**src/rtl/noc_pkg.sv**
```systemverilog
// ============================================================================
// Module  : noc_pkg
// Brief   : Shared flit types, type-field geometry and head-flit packing for
//           the tile network interface.
// Revision: 1.0
// ============================================================================
`default_nettype none

package noc_pkg;

    localparam int NOC_FLIT_W = 64;
    // Widest flit the head packer supports.
    localparam int NOC_PACK_W = 256;
    // The type field occupies the NOC_TYPE_W most significant bits of a flit.
    localparam int NOC_TYPE_W = 2;

    typedef enum logic [1:0] {
        FT_BODY   = 2'b00,
        FT_HEAD   = 2'b01,
        FT_TAIL   = 2'b10,
        FT_SINGLE = 2'b11
    } noc_flit_type_e;

    function automatic logic [NOC_PACK_W-1:0] noc_field(input logic [31:0] v,
                                                        input int unsigned w);
        return NOC_PACK_W'(v) & ((NOC_PACK_W'(1) << w) - NOC_PACK_W'(1));
    endfunction

    // Fields are packed MSB-first, then shifted so the type lands at flit_w-1.
    function automatic logic [NOC_PACK_W-1:0] noc_pack_head(
        input int unsigned    flit_w,
        input int unsigned    rw,
        input int unsigned    cw,
        input int unsigned    lw,
        input noc_flit_type_e ft,
        input logic [31:0]    dst_r,
        input logic [31:0]    dst_c,
        input logic [31:0]    src_r,
        input logic [31:0]    src_c,
        input logic [31:0]    len
    );
        logic [NOC_PACK_W-1:0] f;
        f = NOC_PACK_W'(ft);
        f = (f << rw) | noc_field(dst_r, rw);
        f = (f << cw) | noc_field(dst_c, cw);
        f = (f << rw) | noc_field(src_r, rw);
        f = (f << cw) | noc_field(src_c, cw);
        f = (f << lw) | noc_field(len, lw);
        return f << (flit_w - NOC_TYPE_W - 2 * rw - 2 * cw - lw);
    endfunction

endpackage

`default_nettype wire

```
**src/rtl/noc_flit_reg.sv**
```systemverilog
// ============================================================================
// Module  : noc_flit_reg
// Brief   : Valid/ready output holding register; loads when empty or draining.
// Revision: 1.0
// ============================================================================
`default_nettype none

module noc_flit_reg #(
    parameter int W = 64
) (
    input  logic         clk,
    input  logic         rst_n,
    input  logic         i_load,
    input  logic [W-1:0] i_data,
    input  logic         i_ready,
    output logic [W-1:0] o_data,
    output logic         o_valid,
    output logic         o_free
);

    logic         r_valid;
    logic [W-1:0] r_data;

    assign o_free  = !r_valid || i_ready;
    assign o_valid = r_valid;
    assign o_data  = r_data;

    always_ff @(posedge clk or negedge rst_n) begin
        if (!rst_n) begin
            r_valid <= 1'b0;
            r_data  <= '0;
        end else if (o_free) begin
            r_valid <= i_load;
            if (i_load) begin
                r_data <= i_data;
            end
        end
    end

endmodule

`default_nettype wire

```
**src/rtl/noc_tile_packetizer.sv**
```systemverilog
// ============================================================================
// Module  : noc_tile_packetizer
// Brief   : NI transmit stage: turns a request plus payload stream into
//           HEAD/BODY/TAIL (or SINGLE) flits. Optional counters: NOC_NI_STATS_EN.
// Revision: 1.0
// ============================================================================
`default_nettype none

module noc_tile_packetizer
    import noc_pkg::*;
#(
    parameter int   FLIT_W = NOC_FLIT_W,
    parameter int   ROWS   = 4,
    parameter int   COLS   = 4,
    parameter int   R      = 0,
    parameter int   C      = 0,
    parameter int   LEN_W  = 4,
    localparam int  RW     = $clog2(ROWS),
    localparam int  CW     = $clog2(COLS)
) (
    input  logic              clk,
    input  logic              rst_n,
    input  logic              req_valid,
    output logic              req_ready,
    input  logic [RW-1:0]     req_dst_r,
    input  logic [CW-1:0]     req_dst_c,
    input  logic [LEN_W-1:0]  req_len,
    input  logic              pl_valid,
    output logic              pl_ready,
    input  logic [FLIT_W-3:0] pl_data,
    output logic [FLIT_W-1:0] flit_out,
    output logic              valid_out,
    input  logic              ready_in,
    output logic              err_dst,
`ifdef NOC_NI_STATS_EN
    output logic [31:0]       pkt_cnt,
    output logic [31:0]       flit_cnt,
    output logic [15:0]       drop_cnt,
`endif
    output logic              busy
);

    localparam logic [1:0] S_IDLE = 2'd0;
    localparam logic [1:0] S_HEAD = 2'd1;
    localparam logic [1:0] S_BODY = 2'd2;

    logic [1:0]        r_state;
    logic [LEN_W-1:0]  r_remaining;
    logic [RW-1:0]     r_dst_r;
    logic [CW-1:0]     r_dst_c;
    logic [LEN_W-1:0]  r_len;
    logic              r_err;

    logic              w_free;
    logic              w_req_fire;
    logic              w_dst_bad;
    logic              w_pl_fire;
    logic              w_load;
    logic [FLIT_W-1:0] w_flit;
    noc_flit_type_e    w_body_type;

    assign req_ready   = (r_state == S_IDLE) && w_free;
    assign pl_ready    = (r_state == S_BODY) && w_free;
    assign w_req_fire  = req_valid && req_ready;
    assign w_pl_fire   = pl_valid && pl_ready;
    assign w_dst_bad   = ({1'b0, req_dst_r} >= (RW+1)'(ROWS)) ||
                         ({1'b0, req_dst_c} >= (CW+1)'(COLS));
    assign w_body_type = (r_remaining == LEN_W'(1)) ? FT_TAIL : FT_BODY;
    assign err_dst     = r_err;
    assign busy        = (r_state != S_IDLE) || valid_out;

    always_comb begin
        w_load = 1'b0;
        w_flit = '0;
        case (r_state)
            S_IDLE: begin
                if (w_req_fire && !w_dst_bad) begin
                    w_load = 1'b1;
                    w_flit = FLIT_W'(noc_pack_head(FLIT_W, RW, CW, LEN_W,
                                 (req_len == '0) ? FT_SINGLE : FT_HEAD,
                                 32'(req_dst_r), 32'(req_dst_c),
                                 32'(R), 32'(C), 32'(req_len)));
                end
            end
            S_HEAD: begin
                w_load = w_free;
                w_flit = FLIT_W'(noc_pack_head(FLIT_W, RW, CW, LEN_W, FT_HEAD,
                             32'(r_dst_r), 32'(r_dst_c),
                             32'(R), 32'(C), 32'(r_len)));
            end
            S_BODY: begin
                w_load = w_pl_fire;
                w_flit = {w_body_type, pl_data};
            end
            default: begin
                w_load = 1'b0;
            end
        endcase
    end

    always_ff @(posedge clk or negedge rst_n) begin
        if (!rst_n) begin
            r_state     <= S_IDLE;
            r_remaining <= '0;
            r_dst_r     <= '0;
            r_dst_c     <= '0;
            r_len       <= '0;
            r_err       <= 1'b0;
        end else begin
            r_err <= w_req_fire && w_dst_bad;
            case (r_state)
                S_IDLE: begin
                    if (w_req_fire && !w_dst_bad) begin
                        r_dst_r <= req_dst_r;
                        r_dst_c <= req_dst_c;
                        r_len   <= req_len;
                        if (req_len != '0) begin
                            r_remaining <= req_len;
                            r_state     <= S_BODY;
                        end
                    end
                end
                S_HEAD: begin
                    if (w_free) begin
                        r_remaining <= r_len;
                        r_state     <= S_BODY;
                    end
                end
                S_BODY: begin
                    if (w_pl_fire) begin
                        r_remaining <= r_remaining - LEN_W'(1);
                        if (r_remaining == LEN_W'(1)) begin
                            r_state <= S_IDLE;
                        end
                    end
                end
                default: begin
                    r_state <= S_IDLE;
                end
            endcase
        end
    end

    noc_flit_reg #(
        .W (FLIT_W)
    ) u_flit_reg (
        .clk     (clk),
        .rst_n   (rst_n),
        .i_load  (w_load),
        .i_data  (w_flit),
        .i_ready (ready_in),
        .o_data  (flit_out),
        .o_valid (valid_out),
        .o_free  (w_free)
    );

`ifdef NOC_NI_STATS_EN
    logic        w_hs;
    logic [31:0] r_pkt_cnt;
    logic [31:0] r_flit_cnt;
    logic [15:0] r_drop_cnt;

    assign w_hs     = valid_out && ready_in;
    assign pkt_cnt  = r_pkt_cnt;
    assign flit_cnt = r_flit_cnt;
    assign drop_cnt = r_drop_cnt;

    // HEAD and SINGLE both have the low type bit set.
    always_ff @(posedge clk or negedge rst_n) begin
        if (!rst_n) begin
            r_pkt_cnt  <= '0;
            r_flit_cnt <= '0;
            r_drop_cnt <= '0;
        end else begin
            if (w_hs) begin
                r_flit_cnt <= r_flit_cnt + 32'd1;
                if (flit_out[FLIT_W-NOC_TYPE_W]) begin
                    r_pkt_cnt <= r_pkt_cnt + 32'd1;
                end
            end
            if (w_req_fire && w_dst_bad && (r_drop_cnt != 16'hFFFF)) begin
                r_drop_cnt <= r_drop_cnt + 16'd1;
            end
        end
    end
`endif

endmodule

`default_nettype wire

```
**config.mk**
```make
export PLATFORM = sky130hd
export DESIGN_NAME = noc_tile_packetizer
export DESIGN_NICKNAME = d
export VERILOG_FILES = /design/src/rtl/noc_pkg.sv /design/src/rtl/noc_flit_reg.sv /design/src/rtl/noc_tile_packetizer.sv
export SDC_FILE = /design/constraint.sdc
export NUM_CORES = 1
export LEC_CHECK = 0
export CAP_MARGIN = 20
export CORE_MARGIN = 3
export CORE_UTILIZATION = 35
export DETAILED_ROUTE_END_ITERATION = 10
export PLACE_DENSITY_LB_ADDON = 0.1
export SETUP_SLACK_MARGIN = 0.2
export SLEW_MARGIN = 25
export SYNTH_ARGS = -nofsm -noshare
export SYNTH_HDL_FRONTEND = slang
export SYNTH_SLANG_ARGS = --single-unit
```
**constraint.sdc**
```tcl
create_clock -name clk -period 1.39 [get_ports clk]
set_input_delay 0.2085 -clock clk [delete_from_list [all_inputs] [get_ports clk]]
set_output_delay 0.2085 -clock clk [all_outputs]
set_load 0.02 [all_outputs]
```
## Yosys cells after proc, flatten, opt, wreduce, memory -nomap -nowiden

Index checks and enable logic that the tools add are counted.

| cells by class | value |
|---|---|
| add/sub/neg operators | 1 |
| multiply operators | 0 |
| eq/ne operators | 8 |
| magnitude comparators | 0 |
| divide/modulo/power cells | 0 |
| shift-type cells | 0 |
| reduce and logical (&&, ||, !) cells | 16 |
| mux-type cells | 17 |
| bitwise gates (word level) | 5 |

Operator list:

| kind | number |
|---|---|
| one-hot mux 64 bit (3 select lines) | 1 |
| two-way mux 64 bit | 1 |
| two-way mux 4 bit | 4 |
| two-way mux 2 bit | 7 |
| OR 14 x 4 -> 14 bit | 1 |
| OR 13 x 4 -> 13 bit | 1 |
| one-hot mux 4 bit (3 select lines) | 1 |
| AND reduction 5 bit | 2 |
| inequality test 2 bit, second input constant | 3 |
| OR 6 x 2 -> 6 bit | 1 |
| one-hot mux 2 bit (3 select lines) | 1 |
| OR 5 x 2 -> 5 bit | 1 |
| equality test 4 x 1 -> 1 bit, second input constant | 1 |
| logical AND 1 bit | 4 |
| zero test 4 bit | 1 |
| inequality test 2 x 1 -> 1 bit, second input constant | 2 |
| OR 4 x 2 -> 4 bit | 1 |
| AND reduction 2 bit | 2 |
| nonzero test 4 bit | 1 |
| subtractor 4 x 1 -> 4 bit, second input constant | 1 |
| one-hot mux 1 bit (3 select lines) | 1 |
| nonzero test 3 bit | 1 |
| equality test 2 x 1 -> 1 bit, second input constant | 1 |
| equality test 2 bit, second input constant | 1 |
| other kinds (5) | 6 |

| storage, ports and cells | value |
|---|---|
| bits in latches | 0 |
| output and inout bits | 69 |
| register bits | 79 |
| memories | 0 |
| ROM bits | 0 |
| word-level logic and storage cells | 54 |
| input bits | 75 |
| RAM bits | 0 |

## Logic depth before layout (Yosys ltp)

Gate-level depths: netlist (run 1).

| logic depth | value |
|---|---|
| word-level depth | 7 |
| depth in mapped cells | 6 |
| mapped depth without buffers | 5 |

## Cells and area by module

Synthesis (run 1) repeated with hierarchy kept, for this count alone.

| unflattened totals | value |
|---|---|
| cell total of the unflattened synthesis | 255 |
| area, all modules | 3515.9 sq um |

By module, submodules not included:

| module | area an instance (sq um) | cells an instance | sequential area each (sq um) | times used |
|---|---|---|---|---|
| noc_flit_reg | 2671.3 | 138 | 1626.6 | 1 |
| noc_tile_packetizer | 844.6 | 117 | 125.1 | 1 |

## Worst setup path after synthesis (run 1)

OpenSTA, ideal clock, no wires.

| path | value |
|---|---|
| path kind | flip-flop to flip-flop |
| start | register u_flit_reg.r_valid (netlist: u_flit_reg.o_valid) |
| end | register u_flit_reg.r_data[53] (netlist: u_flit_reg.o_data[53]) |
| data arrival time | 1.415 ns |
| stages on the path, launching flop included | 7 |
| period minus slack after synthesis | 1.542 ns |
| setup slack | -0.152 ns |
| library setup time | 0.127 ns |
| required time | 1.263 ns |
| path buffers | 2 |
| path through | dfrtp_1 > nor2b_1 > buf_2 > a21o_1 > clkbuf_1 > a222oi_1 > inv_1 |

| between the ends | value |
|---|---|
| longest elaborated chain between the ends | 7 |
| elaborated cells between the ends (all ways) | 11 |
| classes of those cells | mux (4); reduce/logical (7) |

RTL lines:

| what | line | source |
|---|---|---|
| start, declared | noc_flit_reg.sv:21 | `logic r_valid;` |
| start signal, assigned | noc_flit_reg.sv:33 | `r_valid <= i_load;` |
| zero test 1 bit * | noc_flit_reg.sv:24 | `assign o_free = !r_valid \|\| i_ready;` |
| logical OR 1 bit * | noc_flit_reg.sv:24 |  |
| logical AND 1 bit | noc_tile_packetizer.sv:62 | `assign req_ready = (r_state == S_IDLE) && w_free;` |
| logical AND 1 bit | noc_tile_packetizer.sv:64 | `assign w_req_fire = req_valid && req_ready;` |
| two-way mux 1 bit | noc_tile_packetizer.sv:77 | `if (w_req_fire && !w_dst_bad) begin` |
| one-hot mux 1 bit (3 select lines) | noc_tile_packetizer.sv:75 | `case (r_state)` |
| AND reduction 2 bit (no source line) | -- |  |
| end signal, assigned | noc_flit_reg.sv:35 | `r_data <= i_data;` |
| end, declared | noc_flit_reg.sv:22 | `logic [W-1:0] r_data;` |

Mark *: on every way between the ends. The rest lies on a longest branch, timed or not.
A chain may end at the register's enable or synchronous reset.

## Final worst setup path (run 1)

| path | value |
|---|---|
| start | register u_flit_reg.r_valid (netlist: u_flit_reg.o_valid) |
| end | register u_flit_reg.r_data[60] (netlist: u_flit_reg.o_data[60]) |

Same word-level chain as after synthesis.

==> key figures, run 1 <==
Drt
  • DRC violation count after routing: 0
  • Initial DRC Count: about 110
  • Final WL: 8397 µm
  • Post-route ant nets: 0
  • Drt first pass iters: 4
  • Via density: 5.006
  • Vias: 2,378
  • Routed wire per std cell: 17.68 µm

Worst setup path
  • R2r worst-path depth: 6
  • Critical path class: flop to flop
  • Crit path capture type: flop
  • Worst R2R Start: u_flit_reg.o_valid
  • Cell chain of the critical path: nor2b_4, buf_6, a21o_4, buf_12, a222oi_1, inv_1
  • Crit Reg-Reg Endpoint: u_flit_reg.o_data[60]
  • Startpoint types: flop
  • Reg2Reg Setup Slack: -0.14 ns
  • Worst Path Arrival: 1.74 ns
  • Critical Path Max Stage Delay: 0.41 ns
  • Slowest-stage cell, CP: dfrtp_2
  • CP max FO: 9
  • Req. time, crit path: 1.60 ns

Timing
  • Min cycle time layout: between 1.5 and 2 ns
  • Max Transition Viols Final: 0
  • Setup-failing EPs final: 23
  • Highest clock rate: 653.7 MHz
  • Hold_ws: just over 0.4 ns
  • RSZ-0062 raised after global routing: yes
  • Setup TNS: -1.568 ns
  • Final Hold Violating Endpoints: 0
  • Setup WS post-layout: -0.1397 ns
  • Final period utilization: 110.0%
  • Clock skew: slightly below 0.01 ns

Cells and area
  • Ant diodes: 0
  • Most common cell after layout, fill and taps aside: clkdlybuf4s50_1
  • Final #Nets: 449
  • Commonest cells after routing, fill and taps aside: clkdlybuf4s50_1, dfrtp_1, buf_2
  • Area growth from synthesis to layout: 69.49%
  • Share of layout cells above drive strength 1: 35.37%
  • Post-Route Utilization: roughly 62%

Die
  • Die height: 93.61 µm
  • Die extent in x: 93.61 µm
  • # IOs: 144
  • Initial core utilization: between 30% and 40%
  • Std cell rows: 31
  • Core region area: 7331 µm²
  • Die area: 8763 µm²

Placed design
  • Final HPWL DP: 5459 µm
  • Final GP Congestion: 0.8576
  • I/O Buffers: 142
  • Pre-CTS setup slack: -0.4330 ns

Worst hold path
  • Worst min path class: primary input to asynchronous set/reset pin

Synthesis
  • Synth warn: 0
  • Syn avg cell area: 13.50 µm²
  • Syn_nets: 276
  • Mapped cell area: between 2000 and 3000 µm²
  • Synth Instances: roughly 200
  • Sequential share of the synthesized area: 65.21%
  • Library cells used by synthesis: 29
  • Largest area contributor in the netlist: dfrtp_1
  • Post-synth top area share: 65.21%
  • Flops & latches, synth: 70
  • Main area contributors after synthesis: dfrtp_1, a22o_1, a222oi_1

CTS
  • CTS clk-pin slew, worst paths: 0.08 ns
  • CTS tree: built
  • Root Driver: clkbuf_8
  • Htree depth: 3
  • Skew-Pair Late Insertion Delay: 0.33 ns
  • Clock Sink Count: 70
  • TritonCTS Buffers: 9
  • Clk buf depth: 2

Run status
  • Outcome: finished, violations left
  • Violated checks: negative setup slack

GRT
  • First-pass GRT wire length: 12,880 µm
  • GRT Resource Usage Total: 19.10%
  • Largest net degree at the start of global routing: 71
  • Global route total overflow: 0
  • Initial antenna violation count: 0
  • Vias in the first global route: between 2,000 and 2,500

Power and ir drop
  • Peak supply drop: 926.7 µV
  • PwrDens: around 2400 nW/µm²
  • Static leakage: 2.248 nW

Flow run
  • Max cap viols: 0
[worst max-delay path, delay by kind of cell, from the launching register on]
kind | cells | cell delay [ns]
AOI/OAI and AO/OA | 2 | 0.53
buffers and inverters | 3 | 0.34
DFF | 1 | 0.41
and+or+nand+nor | 1 | 0.13
[registers in the layout, summed over array words and instances, names as in the netlist]
register,count
u_flit_reg.o_valid,1
u_flit_reg.o_data,64
r_remaining,4
r_state,1
[through the flow]
| stage | power [mW] | instances | area [µm²] |
|---|---|---|---|
| final | 11.05 | 475 | 4553 |
| after global routing | 11.71 | 475 | 4553 |
| after CTS | 10.96 | 470 | 4476 |
| after detailed placement | 9.682 | 447 | 4390 |
| after global placement | 9.632 | 447 | 4390 |
| after floorplan | 6.741 | 199 | 2736 |
[synthesized netlist by cell type, drive strengths merged]
| cell | count |
|---|---|
| a21o | 3 |
| a221o | 3 |
| a222oi | 7 |
| a22o | 56 |
| a31oi | 2 |
| and3 | 1 |
| buf | 9 |
| clkbuf | 7 |
| conb | 1 |
| dfrtp | 70 |
| ha | 2 |
| inv | 10 |
| mux2i | 1 |
| nand2 | 5 |
| nand2b | 3 |
| nand3 | 2 |
| nor2 | 4 |
| nor2b | 1 |
| nor3 | 1 |
| nor4 | 1 |
| nor4b | 1 |
| o21ai | 4 |
| o22ai | 1 |
| or2 | 1 |
| or3 | 1 |
| xnor2 | 1 |
| xor2 | 1 |
[power breakdown]
part           internal (mW)  switching [mW]  leakage, nW
Sequential              3.06           0.587        0.865
Clock                  0.996           0.757       0.0973
Combinational           2.62            3.03         1.28
Total                   6.68            4.37         2.25
[how the worst max path moves through the flow]
stage	from	endpoint	slack (ns)	depth (start not counted)
2_1_floorplan	u_flit_reg.o_valid	u_flit_reg.o_data[53]	-0.11	6
3_3_place_gp	ready_in	u_flit_reg.o_data[53]	-0.42	7
3_5_place_dp	ready_in	u_flit_reg.o_data[51]	-0.43	7
4_1_cts	u_flit_reg.o_valid	u_flit_reg.o_data[51]	-0.13	6
5_1_grt	u_flit_reg.o_valid	u_flit_reg.o_data[61]	-0.20	6
6_report	u_flit_reg.o_valid	u_flit_reg.o_data[60]	-0.14	6
[kinds of logic after synthesis]
logic type | count (synthesis) | share of synthesized area [%]
compound gates | 76 | 24.27
xor+xnor | 2 | 0.6522
fa+ha+maj | 2 | 0.9314
buf+inv | 26 | 4.146
flops | 70 | 65.21
mux | 1 | 0.3726
other cells | 1 | 0.1396
simple gates | 21 | 4.286
[per-layer routing]
metal / wire (µm) / GRT usage (%) / vias to the layer above
li1: - / - / 1098
met1: 3807 / 26.45 / 1176
met2: 3866 / 28.89 / 95
met3: 627 / 5.149 / 9
met4: 96 / 6.859 / 0
met5: 0 / 0 / -
[cell type report]
type,count,area [µm²]
inverter,10,37.54
clock inverter,6,87.58
sequential,70,1754
tap,99,123.9
fill,597,2778
timing repair buffer,178,1538
multi-input combinational,103,888.4
clock buffer,9,123.9
[what timing repair did]
item                                    in CTS  in global routing
hold buffers                                 1                  0
gates resized for setup                    296                  7
pin swaps                                    5                  7
endpoints found under the setup margin     138                 76
gates cloned                                 1                  4
setup buffers                                6                  1
endpoints found under the hold margin       70                  0
Note: power is estimated with default switching activity, not from simulation.
==> inputs of run 2 (changes only) <==
PLACE_DENSITY = 0.76   (was unset)
PLACE_DENSITY_LB_ADDON = unset   (was 0.1)
SKIP_LAST_GASP = 1   (was unset)
==> run 2 against run 1 <==
- critical endpoint is now r_remaining[0]
- core utilization down 1.3 points
- sequential cell count unchanged
- maximum frequency down 1.1%
- first-iteration DRC count down 0.95%
- global-route usage about the same
- sequential power about the same
- wire length up 0.19%
- the flow still finishes with violations (negative setup slack)
==> key figures, run 2 (same netlist as run 1, synthesis figures left out) <==
Placed design
  • Final HPWL DP: ~5600 µm
  • I/O Buffers: 142
  • Final GP Congestion: 0.8514
  • Pre-CTS setup slack: -0.4880 ns

Drt
  • DRC violation count after routing: 0
  • Drt first pass iters: 5
  • Via density: between 5 and 6
  • Vias: 2,390
  • Final WL: between 8000 and 9000 µm
  • Initial DRC Count: 104
  • Routed wire per std cell: 17.82 µm
  • Post-route ant nets: 0

Flow run
  • Max cap viols: 0

Die
  • Die area: 8763 µm²
  • Std cell rows: 31
  • Core region area: 7331 µm²
  • Die extent in x: 93.61 µm
  • Initial core utilization: 36.64%
  • # IOs: 144
  • Die height: about 94 µm

Worst setup path
  • Critical path class: flop to flop
  • Critical Path Max Stage Delay: 0.45 ns
  • Worst R2R Start: r_state[1]
  • Req. time, crit path: 1.61 ns
  • Reg2Reg Setup Slack: -0.16 ns
  • Crit path capture type: flop
  • Worst Path Arrival: 1.77 ns
  • CP max FO: 7
  • Cell chain of the critical path: nand2_2, buf_4, nor2_4, xnor2_1, a221o_1
  • Delay-heaviest family, CP: flip-flops
  • Startpoint types: flop
  • R2r worst-path depth: 5
  • Slowest-stage cell, CP: dfrtp_2
  • Worst Path Buf+Inv: 1
  • Crit Reg-Reg Endpoint: r_remaining[0]

Timing
  • Setup WS post-layout: -0.1572 ns
  • RSZ-0062 raised after global routing: yes
  • Final Hold Violating Endpoints: 0
  • Final period utilization: 111.3%
  • Setup-failing EPs final: 69
  • Setup TNS: -5.458 ns
  • Highest clock rate: around 650 MHz
  • Max Transition Viols Final: 0
  • Clock skew: 0.01224 ns
  • Min cycle time layout: about 1.5 ns

Power and ir drop
  • Total Power: 10.90 mW
  • Peak supply drop: roughly 1100 µV
  • Static leakage: 2.219 nW
  • PwrDens: 2443 nW/µm²

Run status
  • Violated checks: negative setup slack
  • Outcome: finished, violations left

Cells and area
  • Commonest cells after routing, fill and taps aside: clkdlybuf4s50_1, dfrtp_1, buf_2
  • Ant diodes: 0
  • Max reg flops: 64
  • Most common cell after layout, fill and taps aside: clkdlybuf4s50_1
  • Filler cells: 620
  • Final #Nets: about 450
  • Area of the multi-input gates: 892.1 µm²
  • Register area: 1754 µm²
  • Share of layout cells above drive strength 1: about a third
  • Area growth from synthesis to layout: 66.00%

GRT
  • GRT Resource Usage Total: 19.07%
  • Global route total overflow: 0
  • Vias in the first global route: 2,399
  • Initial antenna violation count: 0
  • First-pass GRT wire length: 12,920 µm
  • Largest net degree at the start of global routing: 71

Worst hold path
  • Worst min path class: primary input to asynchronous set/reset pin

CTS
  • Clock Sink Count: 70
  • Htree depth: 3
  • TritonCTS Buffers: 9
  • CTS clk-pin slew, worst paths: 0.08 ns
  • Clk buf depth: 2
  • Root Driver: clkbuf_8
  • CTS tree: built
  • Skew-Pair Late Insertion Delay: 0.34 ns
## run 2: cell count changes in the layout (fill, tap and decap cells not counted), sizes merged
cell	previous run	this run
buf	102	98
clkinvlp	3	0
clkinv	1	3
inv	10	11
nor2	4	5
## run 2: power by group
part	leakage, nW	switching, mW	internal, mW	total [mW]
Sequential	0.865	0.593	3.06	3.65
Combinational	1.24	3.01	2.42	5.42
Clock	0.111	0.794	1.03	1.82
## run 2: final cells by class
cell class / instances / share of cell area, %
clock buffers: 10 / 2.862
clock inverters: 6 / 2.132
inverters: 10 / 0.8418
multi-input cells: 104 / 20.01
flip-flops and latches: 70 / 39.34
well taps: 99 / 2.778
repair buffers: 173 / 32.04
## run 2: routing by layer
metal	global-route usage [%]	part of all wire (%)	routed length (µm)
met1	25.61	43	3627
met2	30.49	48	4065
met3	5.229	7.3	611
met4	5.174	1.3	108
met5	0	0	0
## run 2: timing repair
item,in CTS,in global routing
setup endpoints to repair,138,77
buffers inserted,5,2
hold endpoints to repair,70,0
pin swaps,4,5
cloned,3,1
gates resized for setup,289,10
hold buffers,1,0
## run 2: worst max-delay path by stage
stage | start | to | slack (ns) | cells after the start
floorplan | u_flit_reg.o_valid | u_flit_reg.o_data[53] | -0.11 | 6
global placement | ready_in | u_flit_reg.o_data[53] | -0.40 | 7
detailed placement | ready_in | u_flit_reg.o_data[61] | -0.49 | 7
CTS | u_flit_reg.o_valid | u_flit_reg.o_data[61] | -0.14 | 6
global route | u_flit_reg.o_valid | u_flit_reg.o_data[61] | -0.18 | 6
finish | r_state[1] | r_remaining[0] | -0.16 | 5
## run 2: worst min-delay path: stages
cell and delay (ns):
dlygate4sd3_1 0.51, buf_2 0.12, buf_12 0.33
## run 2: metrics by stage
| step | utilization [%] | std cells | cell area, µm² | hold slack [ns] |
|---|---|---|---|---|
| final | 60.83 | 472 | 4459 | 0.4167 |
| after global routing | 60.83 | 472 | 4459 | 0.4392 |
| after CTS | 60.06 | 469 | 4403 | 0.4209 |
| after detailed placement | 59.24 | 444 | 4343 | 0.2663 |
| after global placement | 59.24 | 444 | 4343 | 0.2576 |
| after floorplan | - | 199 | 2736 | -0.08709 |
